File: src/rtl/stepper_move_controller_pkg.sv
// Shared types and phase tables for the stepper move controller.
// Optional build macro: STEPPER_HALFSTEP_EN (8-entry half-step table, 3-bit phase index).
package stepper_pkg;

  typedef enum logic [1:0] {
    S_IDLE = 2'd0,
    S_RUN  = 2'd1,
    S_DONE = 2'd2
  } state_t;

  localparam logic [1:0] ST_COMPLETE = 2'b00;
  localparam logic [1:0] ST_ABORT    = 2'b01;
  localparam logic [1:0] ST_LIMIT    = 2'b10;

`ifdef STEPPER_HALFSTEP_EN
  localparam int IDX_W = 3;
`else
  localparam int IDX_W = 2;
`endif

  // Two-phase-on full-step sequence, coil order {D,C,B,A}.
  function automatic logic [3:0] full_phase(input logic [1:0] i);
    logic [3:0] p;
    case (i)
      2'd0:    p = 4'b0011;
      2'd1:    p = 4'b0110;
      2'd2:    p = 4'b1100;
      default: p = 4'b1001;
    endcase
    return p;
  endfunction

  // Half-step sequence; odd entries coincide with the full-step table.
  function automatic logic [3:0] half_phase(input logic [2:0] i);
    logic [3:0] p;
    case (i)
      3'd0:    p = 4'b0001;
      3'd1:    p = 4'b0011;
      3'd2:    p = 4'b0010;
      3'd3:    p = 4'b0110;
      3'd4:    p = 4'b0100;
      3'd5:    p = 4'b1100;
      3'd6:    p = 4'b1000;
      default: p = 4'b1001;
    endcase
    return p;
  endfunction

  function automatic logic [3:0] phase_of(input logic [IDX_W-1:0] i);
`ifdef STEPPER_HALFSTEP_EN
    return half_phase(i);
`else
    return full_phase(i);
`endif
  endfunction

endpackage

File: src/rtl/stepper_move_controller_if.sv
// Command channel of the stepper move controller.
// Optional build macro: STEPPER_HALFSTEP_EN adds the half_mode field.
// Handshake: a command transfers on a rising clk edge where cmd_valid and
// cmd_ready are both high; the master holds the payload stable while
// cmd_valid is high, and cmd_ready never depends on cmd_valid.
interface stepper_move_controller_if #(
  parameter int CNT_W = 16,
  parameter int DIV_W = 20
);
  logic             cmd_valid;
  logic             cmd_ready;
  logic [CNT_W-1:0] cmd_steps;
  logic             cmd_dir;
  logic [DIV_W-1:0] cmd_period;
`ifdef STEPPER_HALFSTEP_EN
  logic             half_mode;

  modport master (output cmd_valid, cmd_steps, cmd_dir, cmd_period, half_mode,
                  input  cmd_ready);
  modport slave  (input  cmd_valid, cmd_steps, cmd_dir, cmd_period, half_mode,
                  output cmd_ready);
`else
  modport master (output cmd_valid, cmd_steps, cmd_dir, cmd_period,
                  input  cmd_ready);
  modport slave  (input  cmd_valid, cmd_steps, cmd_dir, cmd_period,
                  output cmd_ready);
`endif
endinterface

File: src/rtl/stepper_move_controller_step_rate_timer.sv
// Step period down-counter: tick is high for the one cycle where the
// count sits at 1, so a load of N yields a tick N cycles later.
module step_rate_timer #(
  parameter int DIV_W = 20
) (
  input  logic             clk,
  input  logic             resetb,
  input  logic             load,
  input  logic [DIV_W-1:0] load_val,
  input  logic             en,
  output logic             tick
);
  logic [DIV_W-1:0] count;

  assign tick = en && (count == DIV_W'(1));

  // Load has priority so a step can reload the period on its own tick.
  always_ff @(posedge clk or negedge resetb) begin
    if (!resetb)                   count <= '0;
    else if (load)                 count <= load_val;
    else if (en && (count != '0))  count <= count - DIV_W'(1);
  end
endmodule

File: src/rtl/stepper_move_controller.sv
// Stepper move controller: accepts one move command, times the steps,
// walks the phase table onto the coils and reports how the move ended.
// Optional build macro: STEPPER_HALFSTEP_EN (half_mode input, 8-entry table).
module stepper_move_controller
  import stepper_pkg::*;
#(
  parameter int CNT_W     = 16,
  parameter int DIV_W     = 20,
  parameter int IDLE_HOLD = 1
) (
  input  logic        clk,
  input  logic        resetb,
  stepper_move_controller_if.slave cmd,
  input  logic        abort,
  input  logic        limit_n,
  output logic [3:0]  coil,
  output logic        step_pulse,
  output logic        busy,
  output logic        done,
  output logic [1:0]  done_status,
  output state_t      fsm_state
);
  state_t           state, next_state;
  logic [IDX_W-1:0] idx, idx_next, inc;
  logic [CNT_W-1:0] remaining;
  logic [DIV_W-1:0] period_r, cmd_eff, load_val;
  logic             dir_r, accept, step, tick, load_timer;
  logic [1:0]       status_next;
`ifdef STEPPER_HALFSTEP_EN
  logic             half_r;
`endif

  assign fsm_state  = state;
  assign cmd_eff    = (cmd.cmd_period == '0) ? DIV_W'(1) : cmd.cmd_period;
  assign load_timer = accept || step;
  assign load_val   = accept ? cmd_eff : period_r;

`ifdef STEPPER_HALFSTEP_EN
  assign inc = half_r ? IDX_W'(1) : IDX_W'(2);
`else
  assign inc = IDX_W'(1);
`endif

  step_rate_timer #(.DIV_W(DIV_W)) u_timer (
    .clk      (clk),
    .resetb   (resetb),
    .load     (load_timer),
    .load_val (load_val),
    .en       (state == S_RUN),
    .tick     (tick)
  );

  // FSM state register.
  always_ff @(posedge clk or negedge resetb) begin
    if (!resetb) state <= S_IDLE;
    else         state <= next_state;
  end

  // Next state, step decision and ending status; abort outranks limit and step.
  always_comb begin
    next_state  = state;
    accept      = 1'b0;
    step        = 1'b0;
    status_next = done_status;
    case (state)
      S_IDLE: begin
        if (cmd.cmd_valid) begin
          accept = 1'b1;
          if (cmd.cmd_steps == '0) begin
            next_state  = S_DONE;
            status_next = ST_COMPLETE;
          end else begin
            next_state  = S_RUN;
          end
        end
      end
      S_RUN: begin
        if (abort) begin
          next_state  = S_DONE;
          status_next = ST_ABORT;
        end else if (tick) begin
          if (!limit_n) begin
            next_state  = S_DONE;
            status_next = ST_LIMIT;
          end else begin
            step = 1'b1;
            if (remaining == CNT_W'(1)) begin
              next_state  = S_DONE;
              status_next = ST_COMPLETE;
            end
          end
        end
      end
      S_DONE:  next_state = S_IDLE;
      default: next_state = S_IDLE;
    endcase
  end

  // Phase index: optional snap to a two-phase-on entry at start, then step up or down.
  always_comb begin
    idx_next = idx;
`ifdef STEPPER_HALFSTEP_EN
    if (accept && (next_state == S_RUN) && !cmd.half_mode)
      idx_next = idx | IDX_W'(1);
`endif
    if (step)
      idx_next = dir_r ? (idx + inc) : (idx - inc);
  end

  // Move context, counters and registered outputs.
  always_ff @(posedge clk or negedge resetb) begin
    if (!resetb) begin
      idx           <= '0;
      remaining     <= '0;
      period_r      <= DIV_W'(1);
      dir_r         <= 1'b0;
`ifdef STEPPER_HALFSTEP_EN
      half_r        <= 1'b0;
`endif
      coil          <= 4'b0000;
      step_pulse    <= 1'b0;
      busy          <= 1'b0;
      done          <= 1'b0;
      done_status   <= ST_COMPLETE;
      cmd.cmd_ready <= 1'b1;
    end else begin
      idx <= idx_next;
      if (accept) begin
        remaining <= cmd.cmd_steps;
        dir_r     <= cmd.cmd_dir;
        period_r  <= cmd_eff;
`ifdef STEPPER_HALFSTEP_EN
        half_r    <= cmd.half_mode;
`endif
      end else if (step) begin
        remaining <= remaining - CNT_W'(1);
      end
      if (next_state == S_RUN)  coil <= phase_of(idx_next);
      else if (IDLE_HOLD == 0)  coil <= 4'b0000;
      else if (step)            coil <= phase_of(idx_next);
      step_pulse    <= step;
      busy          <= (next_state == S_RUN);
      done          <= (next_state == S_DONE);
      done_status   <= status_next;
      cmd.cmd_ready <= (next_state == S_IDLE);
    end
  end
endmodule
File: src/flat_wrapper.sv
// flat-port wrapper written by rule: the top's interface ports become plain ports
module stepper_move_controller_flat import stepper_pkg::*;
#(
  parameter int CNT_W     = 16,
  parameter int DIV_W     = 20,
  parameter int IDLE_HOLD = 1
)
  (clk, resetb, abort, limit_n, coil, step_pulse, busy, done, done_status, fsm_state, cmd_cmd_valid, cmd_cmd_steps, cmd_cmd_dir, cmd_cmd_period, cmd_cmd_ready);
  stepper_move_controller_if #(.CNT_W(CNT_W), .DIV_W(DIV_W)) cmd_i ();
  input  logic clk;
  input  logic resetb;
  input  logic abort;
  input  logic limit_n;
  output logic [3:0] coil;
  output logic step_pulse;
  output logic busy;
  output logic done;
  output logic [1:0] done_status;
  output state_t fsm_state;
  input wire logic [$bits(cmd_i.cmd_valid)-1:0] cmd_cmd_valid;
  input wire logic [$bits(cmd_i.cmd_steps)-1:0] cmd_cmd_steps;
  input wire logic [$bits(cmd_i.cmd_dir)-1:0] cmd_cmd_dir;
  input wire logic [$bits(cmd_i.cmd_period)-1:0] cmd_cmd_period;
  output wire logic [$bits(cmd_i.cmd_ready)-1:0] cmd_cmd_ready;
  assign cmd_i.cmd_valid = cmd_cmd_valid;
  assign cmd_i.cmd_steps = cmd_cmd_steps;
  assign cmd_i.cmd_dir = cmd_cmd_dir;
  assign cmd_i.cmd_period = cmd_cmd_period;
  assign cmd_cmd_ready = cmd_i.cmd_ready;
  stepper_move_controller #(.CNT_W(CNT_W), .DIV_W(DIV_W), .IDLE_HOLD(IDLE_HOLD)) u_core (.clk(clk), .resetb(resetb), .cmd(cmd_i), .abort(abort), .limit_n(limit_n), .coil(coil), .step_pulse(step_pulse), .busy(busy), .done(done), .done_status(done_status), .fsm_state(fsm_state));
endmodule
File: config.mk
export PLATFORM = sky130hd
export DESIGN_NAME = stepper_move_controller_flat
export DESIGN_NICKNAME = d
export VERILOG_FILES = /design/src/rtl/stepper_move_controller_pkg.sv /design/src/rtl/stepper_move_controller_if.sv /design/src/rtl/stepper_move_controller_step_rate_timer.sv /design/src/rtl/stepper_move_controller.sv /design/src/flat_wrapper.sv
export SDC_FILE = /design/constraint.sdc
export NUM_CORES = 1
export LEC_CHECK = 0
export CAP_MARGIN = 20
export CORE_MARGIN = 2
export CORE_UTILIZATION = 58
export CTS_CLUSTER_DIAMETER = 200
export DETAILED_ROUTE_END_ITERATION = 8
export DONT_BUFFER_PORTS = 1
export PLACE_DENSITY = 0.77
export SYNTH_ARGS = -nofsm -noshare
export SYNTH_HDL_FRONTEND = slang
export SYNTH_SLANG_ARGS = --single-unit
File: constraint.sdc
create_clock -name clk -period 7.2 [get_ports clk]
set_input_delay 0.72 -clock clk [delete_from_list [all_inputs] [get_ports clk]]
set_output_delay 0.72 -clock clk [all_outputs]
set_load 0.005 [all_outputs]
Yosys cells after proc, flatten, opt, wreduce, memory -nomap -nowiden
Index checks and enable logic that the tools add are counted.

Reduce and logical (&&, ||, !) cells: 14. Mux-type cells: 31. $add $sub $neg: 4. Eq/ne operators: 11.

Operators with widths (count): 2-to-1 mux 20 bit (4); 2-to-1 mux 16 bit (2); 2-to-1 mux 2 bit (14); == test 20 x 1 -> 1 bit, second input constant (1); zero test 20 bit (1); nonzero test 20 bit (1); subtractor 20 x 1 -> 20 bit, second input constant (1); == test 16 x 1 -> 1 bit, second input constant (1); zero test 16 bit (1); subtractor 16 x 1 -> 16 bit, second input constant (1); case mux 4 bit (3 select lines) (1); 2-to-1 mux 4 bit (2); case mux 2 bit (2 select lines) (2); nonzero test 2 bit (4); == test 2 x 1 -> 1 bit, second input constant (3); zero test 2 bit (3); 2-to-1 mux 1 bit (6); AND reduction 5 bit (1); == test 2 bit, second input constant (2); != test 4 x 3 -> 1 bit, second input constant (1); != test 3 x 2 -> 1 bit, second input constant (1); adder 2 x 1 -> 2 bit, second input constant (1); logical AND 1 bit (2); != test 2 x 1 -> 1 bit, second input constant (1); other kinds (3) (3).

Input bits: 42. Flip-flop bits (word level): 71. Output and inout bits: 12.

Longest topological paths before layout
Gate-level depths: netlist (run 1).

Depth after elaboration: 10. Mapped depth: 12. Depth with buffers taken out: 11.

Modules after synthesis
Synthesis (run 1) repeated with hierarchy kept, for this count alone.

Cells, all modules: 421. Area, all modules: 3920.0 sq um.

Modules (own cells, without submodules): stepper_move_controller (instances 1, cells an instance 260, area each 2506.2 sq um); step_rate_timer (instances 1, cells an instance 161, area each 1413.9 sq um).

Worst setup path before layout (run 1)
No wires, ideal clock.

Kind: input to register. Start point: in abort. End point: reg u_core.coil[2]. Stages: 8. Data required time: 7.073 ns. Setup slack: 4.490 ns. Arrival: 2.582 ns. Cells stage by stage: nor4bb_1 > nand3_1 > or2_1 > clkbuf_1 > nor2_1 > xor2_1 > ha_1 > mux2_1.

Word-level cells in the longest chain between the ends: 7.

Ends and longest elaborated chain: start, declared (RTL line flat_wrapper.sv:12) `input logic abort;`; 2-to-1 mux 1 bit (*) (RTL line stepper_move_controller.sv:78) `if (abort) begin`; 2-to-1 mux 1 bit (*) (RTL line stepper_move_controller.sv:65) `case (state)`; 2-to-1 mux 2 bit (*) (RTL line stepper_move_controller.sv:106) `if (step)`; net u_core.idx_next[1] (RTL line stepper_move_controller.sv:24) `logic [IDX_W-1:0] idx, idx_next, inc;`; == test 2 bit (tied with other cells) (RTL line stepper_move_controller_pkg.sv:24) `case (i)`; case mux 4 bit (3 select lines) (*) (RTL line stepper_move_controller_pkg.sv:24); 2-to-1 mux 4 bit (RTL line stepper_move_controller.sv:140) `else if (step) coil <= phase_of(idx_next);`; 2-to-1 mux 4 bit (*) (RTL line stepper_move_controller.sv:138) `if (next_state == S_RUN) coil <= phase_of(idx_next);`; end signal, assigned (RTL line stepper_move_controller.sv:138); end signal, assigned (RTL line stepper_move_controller.sv:140); end, declared (RTL line stepper_move_controller.sv:16) `output logic [3:0] coil,`.

The timed path passes the listed nets; every way through them passes the cells marked *. The select of a mux whose other input is x is not followed. A chain may end at the register's enable or synchronous reset.

Worst setup path in the final report (run 1)
Start point: reg u_core.state[0] (netlist: u_core.fsm_state[0]). End point: reg u_core.coil[1].

Word-level cells in the longest chain between the ends: 10.

Ends and longest elaborated chain: start, declared (RTL line stepper_move_controller.sv:23) `state_t state, next_state;`; start signal, assigned (RTL line stepper_move_controller.sv:56) `else state <= next_state;`; == test 2 x 1 -> 1 bit (*) (RTL line stepper_move_controller.sv:49, stepper_move_controller.sv:65); logical AND 1 bit (RTL line stepper_move_controller_step_rate_timer.sv:15) `assign tick = en && (count == DIV_W'(1));`; 2-to-1 mux 1 bit (RTL line stepper_move_controller.sv:81) `end else if (tick) begin`; 2-to-1 mux 1 bit (RTL line stepper_move_controller.sv:78); 2-to-1 mux 1 bit (*) (RTL line stepper_move_controller.sv:65); 2-to-1 mux 2 bit (*) (RTL line stepper_move_controller.sv:106); net u_core.idx_next[0] (RTL line stepper_move_controller.sv:24); == test 2 bit (tied with other cells) (RTL line stepper_move_controller_pkg.sv:24); case mux 4 bit (3 select lines) (*) (RTL line stepper_move_controller_pkg.sv:24); 2-to-1 mux 4 bit (RTL line stepper_move_controller.sv:140); 2-to-1 mux 4 bit (*) (RTL line stepper_move_controller.sv:138).

Marked as above.

==> metrics, run 1 <==
Initial Util 60.36%; max cap viols 0; die area 0.007315 mm^2; post-route design area 0.004149 mm^2; Reg power frac 45.4%; Worst Path Required 7.43 ns; via count 2,927; via density per instance 6.111; die height 85.53 um; post-CTS sizing 0; max frequency 0.3565 GHz; Worst Setup End Kind flop; CP startpoint u_core.fsm_state[0]$_DFF_PN0_; unrepaired setup endpoints after global routing false; GRT met3 Usage 4.524%; Die Wd 85.53 um; clk_lat worst skew 0.34 ns; Pint 998.0 uW; I/O pin count 54; Ys Warns 0; Layout area overhead 7.627%; #FFs+latches synth 71; Mapped Cells 400; GRT met1 Usage 32.46%; most frequent cell on the critical path nor2_1; Hold WS 0.06764 ns; async set or reset register ratio after synthesis 100.0%; DRC 0; Setup Buffers After CTS 0; drt pass-1 iters 4; CTS tree done; Synth Net Count 451; Reg2Reg Depth 9; I/O Buffers 0; FP Rows 29; Syn Area/Cell 9.637 um^2; vias in the first global route 2,914; power consumption 1.538 mW; Final nets 448; Hold-fix buffers, CTS 0; Setup TNS 0 ns; clock skew 0.01313 ns; initial antenna violation count 0; dpl cell area 0.003904 mm^2; Sw Ratio 35.10%; setup violators final 0; global-route wire length before repair 13,780 um; commonest non-fill, non-tap cell in the layout nand2_1; Post-synth EDFFs 0; largest net degree at the start of global routing 72; Hold Fails Final Rpt 0; final period utilization 38.95%; number of diodes 0; Filler Cell Count 522; CTS H-tree lvls 3; Root Buffer clkbuf_8; clk sinks 71; Iter 0 DRT Violations 182; DPL Wire Length 5700 um; end of the critical path u_core.coil[1]$_DFFE_PN0P_; antenna-violating nets left 0; GP Congestion 0.8577; P per Cell Area 370.6 mW/mm^2; Critical Path Source Type flop; post-route minimum period 2.805 ns; R2R Setup Slk 4.40 ns; Worst-Margin Slew 0.7135 ns; clock buffer depth 2; Congestion Overflow GR 0; critical path class flop to flop; Total GRT Usage 23.95%; met2 Track Usage GR 39.06%; crit-path max FO 9; reg2reg end u_core.coil[1]$_DFFE_PN0P_; Pleak 1.721 nW; synth unique cells 57; Psw 539.7 uW; most frequent cells in the layout 84 x nand2_1, 69 x dfrtp_1, 21 x xnor2_1, 20 x nor4_1, 19 x mux2_2; predominant post-synthesis flop cell dfrtp_1; reg2reg start u_core.fsm_state[0]$_DFF_PN0_; Crit path arrival time 3.04 ns; Core ar. 0.006386 mm^2; Max IR drop VDD 0.1966 mV; combinational share of power 30.3%; CP peak stage delay 0.54 ns; Routed WL per cell 17.09 um; crit path cell chain nor4bb_1 -> nand3_1 -> or2_1 -> xnor2_1 -> inv_1 -> ha_1 -> nor2_1 -> nor2_1 -> mux2_1; post-synthesis sequential area ratio 46.15%; CP max stage cell dfrtp_1; Routed WL 8187 um; layout cells sized above 1 13.43%; Clk pwr share 24.3%; busiest layer in global routing met2; CTS buffer count 9; final max-slew violation count 0; post-synthesis cell area 0.003855 mm^2; clk slew on worst S/H paths 0.08 ns; status finished clean; Slew HR 52.43%; min-delay worst type input pin to async pin
-- cells in the mapped netlist (3+ instances only) --
cell	instances	area (um^2)
dfrtp_1	69	1727
or3_1	9	56.30
nand4_1	6	37.54
nand2b_1	3	18.77
o21ai_0	13	65.06
o21ai_1	10	50.05
nor4_1	20	125.1
mux2_2	19	214.0
buf_2	3	15.01
clkbuf_1	13	48.80
o211ai_1	4	30.03
a211oi_1	3	22.52
nand2_1	84	315.3
nand3_1	11	55.05
xor2_1	7	61.31
inv_1	9	33.78
nor4_2	3	37.54
ha_1	9	112.6
nor3_1	11	55.05
nor2_1	15	56.30
a31oi_1	3	18.77
a21oi_1	3	15.01
or4_1	6	45.04
xnor2_1	21	183.9
mux2i_1	3	30.03
-- cells by family after synthesis --
logic type / share of synthesized area, %
muxes: 6.913
adders and majority gates: 2.921
DFF: 46.15
xor gates and xnor gates: 6.362
and+or+nand+nor: 26.13
AOI/OAI and AO/OA: 8.991
buffers and inverters: 2.532
-- per-layer routing --
layer  routed length, um  share of wire, %
met5                   0                 0
met3                 404               4.9
met4                 132               1.6
met2                3890                48
met1                3761                46
-- worst min path at each step --
stage | start | to | slack (ns) | depth (start not counted)
final | resetb | u_core.remaining[8]$_DFFE_PN0P_ | 0.07 | 0
after global routing | resetb | u_core.coil[0]$_DFFE_PN0P_ | 0.05 | 0
after CTS | resetb | u_core.step_pulse$_DFF_PN0_ | 0.06 | 0
after detailed placement | resetb | u_core.period_r[14]$_DFF_PN0_ | 0.43 | 0
after global placement | resetb | u_core.period_r[14]$_DFF_PN0_ | 0.43 | 0
after floorplan | resetb | u_core.busy$_DFF_PN0_ | 0.42 | 0
-- worst max-delay path: cells and delay by family, from the launching register on --
kind	cells	cell delay, ns
buffers and inverters	1	0.12
adder cells (fa/ha/maj)	1	0.22
AND/OR/NAND/NOR	5	1.17
flip-flops	1	0.54
multiplexers	1	0.29
XOR/XNOR	1	0.36
-- registers in the layout, summed over array words and instances, names as in the netlist --
register	cells
u_core.cmd.cmd_ready	1
u_core.coil	4
u_core.u_timer.count	20
u_core.idx	2
u_core.done	1
u_core.busy	1
u_core.period_r	20
u_core.dir_r	1
u_core.remaining	16
u_core.done_status	2
u_core.fsm_state	2
u_core.step_pulse	1
-- power groups by stage --
stage | combinational [mW] | clock, mW | sequential, mW
floorplan | 0.384 | 0 | 0.666
global placement | 0.444 | 0 | 0.697
detailed placement | 0.458 | 0 | 0.700
CTS | 0.463 | 0.377 | 0.695
global route | 0.523 | 0.391 | 0.721
finish | 0.466 | 0.373 | 0.698
-- area by class of cell --
type | instances | area [um^2] | area share, %
clock buffers | 12 | 135.1 | 3.257
clock inverters | 4 | 95.09 | 2.292
inverters | 9 | 33.78 | 0.8142
multi-input cells | 304 | 1987 | 47.89
flip-flops and latches | 71 | 1779 | 42.88
well taps | 77 | 96.34 | 2.322
repair buffers | 2 | 22.52 | 0.5428
-- metrics by stage --
step	setup WS [ns]	util (%)	instances
5_1_grt	4.157	64.97	479
4_1_cts	4.392	64.73	478
3_5_place_dp	4.185	61.13	462
6_report	4.395	64.97	479
2_1_floorplan	4.490	-	400
3_3_place_gp	4.316	61.13	462
(Power assumes the default switching activity.)
==> inputs of run 2 (changes only) <==
clock period = 2.75 ns   (was 7.2 ns; I/O delays follow)
==> run 2 against run 1 <==
Against the previous run: maximum frequency rose by 8.0%; critical path depth stayed put; clock-buffer cell count fell by 1; sequential power grew to 2.6 times the previous value; register-to-register slack got worse by 4.2 ns; combinational power grew to 2.9 times the previous value; die area stayed put; sequential share of layout area shrank 1.3 points; final cell count rose by 2.7%; hold slack worse by 0.025 ns; flip-flop and latch count unchanged.
==> metrics, run 2 (synthesized netlist as in run 1, its figures left out) <==
status finished clean (unchanged); Regs by FF count u_core.period_r (20), u_core.u_timer.count (20), u_core.remaining (16) (unchanged); clk slew on worst S/H paths 0.07 ns (was 0.08 ns); Worst-Margin Slew 0.6260 ns (was 0.7135 ns); Routed WL 8650 um (was 8187 um); Routed WL per cell 17.58 um (was 17.09 um); DRC 0 (unchanged); clk sinks 71 (unchanged); post-route design area 0.004275 mm^2 (was 0.004149 mm^2); I/O Buffers 0 (unchanged); Hold Fails Final Rpt 0 (unchanged); min-delay worst type input pin to flop (was input pin to async pin); Worst Setup End Kind flop (unchanged); initial antenna violation count 0 (unchanged); vias in the first global route 3,049 (was 2,914); Congestion Overflow GR 0 (unchanged); P per Cell Area 954.7 mW/mm^2 (was 370.6 mW/mm^2); crit path cell chain inv_1 -> ha_1 -> nor2b_1 -> nand4_1 -> or2_4 -> nor2_1 -> xor2_1 -> ha_1 -> mux2_1 (was nor4bb_1 -> nand3_1 -> or2_1 -> xnor2_1 -> inv_1 -> ha_1 -> nor2_1 -> nor2_1 -> mux2_1); Core ar. 0.006386 mm^2 (unchanged); setup violators final 0 (unchanged); max cap viols 0 (unchanged); die height 85.53 um (unchanged); FP Rows 29 (unchanged); Final nets 461 (was 448); CP max stage cell dfrtp_1 (unchanged); Die Wd 85.53 um (unchanged); power consumption 4.081 mW (was 1.538 mW); via density per instance 6.217 (was 6.111); Pleak 1.796 nW (was 1.721 nW); I/O pin count 54 (unchanged); drt pass-1 iters 4 (unchanged); via count 3,059 (was 2,927); die area 0.007315 mm^2 (unchanged); Worst Path Required 2.98 ns (was 7.43 ns); antenna-violating nets left 0 (unchanged); clock skew 0.006769 ns (was 0.01313 ns); GP Congestion 0.8455 (was 0.8577); Setup Buffers After CTS 0 (unchanged); Layout area overhead 10.91% (was 7.627%); most frequent cell on the critical path ha_1 (was nor2_1); Slew HR 57.95% (was 52.43%); critical path class flop to flop (unchanged); final core utilization 66.95% (was 64.97%); commonest non-fill, non-tap cell in the layout nand2_1 (unchanged); Filler Cell Count 522 (unchanged); post-route minimum period 2.596 ns (was 2.805 ns); crit-path max FO 8 (was 9); Hold WS 0.04253 ns (was 0.06764 ns); layout cells sized above 1 16.63% (was 13.43%); dpl cell area 0.003986 mm^2 (was 0.003904 mm^2); final period utilization 94.42% (was 38.95%); Total GRT Usage 25.37% (was 23.95%); Initial Util 60.36% (unchanged); most frequent cells in the layout 84 x nand2_1, 69 x dfrtp_1, 20 x xnor2_1, 20 x nor4_1, 19 x mux2_2 (was 84 x nand2_1, 69 x dfrtp_1, 21 x xnor2_1, 20 x nor4_1, 19 x mux2_2); CP peak stage delay 0.38 ns (was 0.54 ns); Iter 0 DRT Violations 187 (was 182); Root Buffer clkbuf_8 (unchanged); CTS tree done (unchanged); DPL Wire Length 6141 um (was 5700 um); global-route wire length before repair 14,430 um (was 13,780 um); Critical Path Source Type flop (unchanged); largest net degree at the start of global routing 72 (unchanged); clk_lat worst skew 0.34 ns (about the same); Crit path arrival time 2.83 ns (was 3.04 ns); Max IR drop VDD 0.6145 mV (was 0.1966 mV); clock buffer depth 2 (unchanged); CTS H-tree lvls 3 (unchanged); number of diodes 0 (unchanged); max frequency 0.3851 GHz (was 0.3565 GHz); final max-slew violation count 0 (unchanged); CTS buffer count 9 (unchanged)
-- run 2: worst max-delay path, delay by kind of cell, from the launching register on --
| kind | cells | cell delay (ns) |
|---|---|---|
| fa+ha+maj | 2 | 0.48 |
| buf+inv | 1 | 0.13 |
| mux | 1 | 0.29 |
| flops | 1 | 0.38 |
| simple gates | 4 | 0.90 |
| xor+xnor | 1 | 0.29 |
-- run 2: timing repair --
action / CTS / global route
endpoints found under the setup margin: 0 / 2
hold endpoints to repair: 72 / 0
hold buffers: 3 / 0
gates resized for setup: 0 / 3
-- run 2: final cells by class --
cell class / count / area [um^2] / area share [%]
clock buffers: 11 / 141.4 / 3.307
multi-input cells: 304 / 2006 / 46.91
inverters: 9 / 33.78 / 0.7902
flip-flops and latches: 71 / 1779 / 41.62
repair buffers: 15 / 137.6 / 3.219
clock inverters: 5 / 81.33 / 1.902
well taps: 77 / 96.34 / 2.253
-- run 2: metal layers --
metal  vias up  routed length [um]  global-route usage, %
met1      1509                3875                  35.29
met2        84                4119                  39.42
met5         -                   0                      0
met3        13                 518                  4.812
met4         0                 137                  10.68
li1       1453                   -                      -
-- run 2: final timing paths --
path                                                           from                                to  slack (ns)  cells past startpoint
worst max-delay path            u_core.u_timer.count[1]$_DFFE_PN0P_        u_core.coil[2]$_DFFE_PN0P_        0.15                      9
worst min-delay path                              cmd_cmd_steps[15]  u_core.remaining[15]$_DFFE_PN0P_        0.04                      2
worst max register to register  u_core.u_timer.count[1]$_DFFE_PN0P_        u_core.coil[2]$_DFFE_PN0P_        0.15                      9
worst min register to register        u_core.period_r[15]$_DFF_PN0_     u_core.period_r[15]$_DFF_PN0_        0.47                      2
max in group asynchronous                                    resetb    u_core.cmd.cmd_ready$_DFF_PN1_        1.94                      2
min in group asynchronous                                    resetb     u_core.period_r[13]$_DFF_PN0_        0.46                      2
-- run 2: through the flow --
| stage | TNS [ns] | setup slack [ns] | instances |
|---|---|---|---|
| after floorplan | 0 | 0.3265 | 400 |
| after global placement | 0 | 0.2803 | 473 |
| after detailed placement | 0 | 0.1453 | 473 |
| after CTS | 0 | 0.1261 | 492 |
| after global routing | -0.08554 | -0.05225 | 492 |
| final | 0 | 0.1536 | 492 |
-- run 2: report_power, final --
part | internal (mW) | switching, mW | leakage (nW)
clock network | 0.536 | 0.388 | 0.110
registers | 1.44 | 0.395 | 0.870
logic | 0.627 | 0.700 | 0.816
==> inputs of run 3 (changes only) <==
REMOVE_ABC_BUFFERS = 1   (was not set)
==> run 3 against run 2 <==
Against the previous run: design area decreased by 1.4%; sequential share of layout area increased by 0.59 points; final cell count decreased by 0.20%; largest power group unchanged; maximum frequency decreased by 0.98%; core utilization decreased by 0.94 points; worst setup slack got worse by 0.026 ns; first-iteration DRC count decreased by 19%; largest cell class unchanged; clock power decreased by 20%; wire length decreased by 2.5%; critical path type unchanged; non-clock buffer count decreased by 1.
==> metrics, run 3 (synthesized netlist as in run 1, its figures left out) <==
status finished clean (unchanged); min-delay worst type input pin to flop (unchanged); dpl cell area 0.003979 mm^2 (was 0.003986 mm^2); Regs by FF count u_core.period_r (20), u_core.u_timer.count (20), u_core.remaining (16) (unchanged); Worst-Margin Slew 0.7145 ns (was 0.6260 ns); CTS H-tree lvls 3 (unchanged); Initial Util 60.36% (unchanged); Post-Place Setup Slack 0.1213 ns (was 0.1453 ns); critical path class flop to flop (unchanged); post-route minimum period 2.622 ns (was 2.596 ns); clk sinks 71 (unchanged); I/O pin count 54 (unchanged); DPL Wire Length 5986 um (was 6141 um); drt pass-1 iters 4 (unchanged); final period utilization 95.35% (was 94.42%); I/O Buffers 0 (unchanged); CTS buffer count 9 (unchanged); Filler Cell Count 504 (was 522); Routed WL per cell 17.18 um (was 17.58 um); clk_lat worst skew 0.35 ns (was 0.34 ns); via density per instance 6.090 (was 6.217); Die Wd 85.53 um (unchanged); Max IR drop VDD 0.5613 mV (was 0.6145 mV); Worst Path Required 2.99 ns (was 2.98 ns); register area 0.001779 mm^2 (unchanged); largest net degree at the start of global routing 72 (unchanged); DRC 0 (unchanged); Worst Setup End Kind flop (unchanged); Total GRT Usage 24.76% (was 25.37%); Setup Buffers After CTS 0 (unchanged); Hold WS 0.03208 ns (was 0.04253 ns); setup ws final 0.1279 ns (was 0.1536 ns); Pleak 1.769 nW (was 1.796 nW); initial antenna violation count 0 (unchanged); Crit path arrival time 2.86 ns (was 2.83 ns); via count 2,990 (was 3,059); most frequent cells in the layout 84 x nand2_1, 69 x dfrtp_1, 20 x xnor2_1, 20 x nor4_1, 19 x mux2_2 (unchanged); crit-path max FO 6 (was 8); Final nets 460 (was 461); GP Congestion 0.8948 (was 0.8455); Root Buffer clkbuf_8 (unchanged); area of the multi-input gates 0.002002 mm^2 (was 0.002006 mm^2); CTS tree done (unchanged); power consumption 3.845 mW (was 4.081 mW); clock skew 0.006642 ns (was 0.006769 ns); vias in the first global route 2,951 (was 3,049); Slew HR 52.36% (was 57.95%); Setup TNS 0 ns (unchanged); Iter 0 DRT Violations 151 (was 187); antenna-violating nets left 0 (unchanged); die area 0.007315 mm^2 (unchanged); layout cells sized above 1 16.67% (was 16.63%); clk slew on worst S/H paths 0.08 ns (was 0.07 ns); Critical Path Source Type flop (unchanged); CP startpoint u_core.u_timer.count[12]$_DFFE_PN0P_ (was u_core.u_timer.count[1]$_DFFE_PN0P_); setup violators final 0 (unchanged); P per Cell Area 912.1 mW/mm^2 (was 954.7 mW/mm^2); max cap viols 0 (unchanged); Hold Fails Final Rpt 0 (unchanged); Congestion Overflow GR 0 (unchanged); Layout area overhead 9.348% (was 10.91%); Routed WL 8437 um (was 8650 um); FP Rows 29 (unchanged); number of diodes 0 (unchanged); final max-slew violation count 0 (unchanged); post-route design area 0.004215 mm^2 (was 0.004275 mm^2); reg2reg start u_core.u_timer.count[12]$_DFFE_PN0P_ (was u_core.u_timer.count[1]$_DFFE_PN0P_); max frequency 0.3814 GHz (was 0.3851 GHz); Core ar. 0.006386 mm^2 (unchanged); commonest non-fill, non-tap cell in the layout nand2_1 (unchanged); clock buffer depth 2 (unchanged); worst hold start cmd_cmd_dir (was cmd_cmd_steps[15]); global-route wire length before repair 14,060 um (was 14,430 um); die height 85.53 um (unchanged)
-- run 3: cell count changes in the layout (fill, tap and decap cells not counted), sizes merged --
cell,delta
buf,-1
bufinv,-2
clkbuf,-1
clkinv,+3
-- run 3: power by group --
part / switching (mW) / total (mW) / internal (mW)
Clock: 0.396 / 0.742 / 0.346
Combinational: 0.681 / 1.29 / 0.609
Sequential: 0.378 / 1.81 / 1.44
-- run 3: stage by stage --
step | utilization [%] | std cells
floorplan | - | 384
global placement | 62.30 | 472
detailed placement | 62.30 | 472
CTS | 65.77 | 491
global route | 66.01 | 491
finish | 66.01 | 491
-- run 3: cell type report --
type | instances | share of cell area [%]
Inverter | 9 | 0.8014
Tap cell | 77 | 2.286
Sequential cell | 71 | 42.21
Clock buffer | 10 | 3.265
Timing Repair Buffer | 14 | 3.087
Clock inverter | 6 | 0.8608
Multi-Input combinational cell | 304 | 47.49
-- run 3: metal layers --
metal,wire [um],up-vias,track usage (%)
li1,-,1443,-
met1,3781,1449,33.95
met3,574,21,6.833
met2,3869,77,37.43
met5,0,-,0
met4,212,0,10.25
-- run 3: repair_timing --
action / CTS / global route
resized for setup: 0 / 2
endpoints found under the hold margin: 72 / 0
endpoints found under the setup margin: 0 / 2
hold buffers: 3 / 0
-- run 3: worst paths after layout --
check / to / slack (ns) / depth (start not counted)
max: u_core.coil[2]$_DFFE_PN0P_ / 0.13 / 7
min: u_core.dir_r$_DFFE_PN0P_ / 0.03 / 2
max reg2reg: u_core.coil[2]$_DFFE_PN0P_ / 0.13 / 7
min reg2reg: u_core.period_r[14]$_DFF_PN0_ / 0.47 / 2
max in group asynchronous: u_core.period_r[0]$_DFF_PN1_ / 1.97 / 2
min in group asynchronous: u_core.remaining[8]$_DFFE_PN0P_ / 0.43 / 2
-- run 3: worst max-delay path, cell delays in order, from the launching register on --
cell and delay, ns:
dfrtp_1 0.44, nor4_4 0.42, nand4_1 0.20, or2_1 0.35, nor2_1 0.29, xor2_2 0.23
ha_1 0.27, mux2_1 0.30
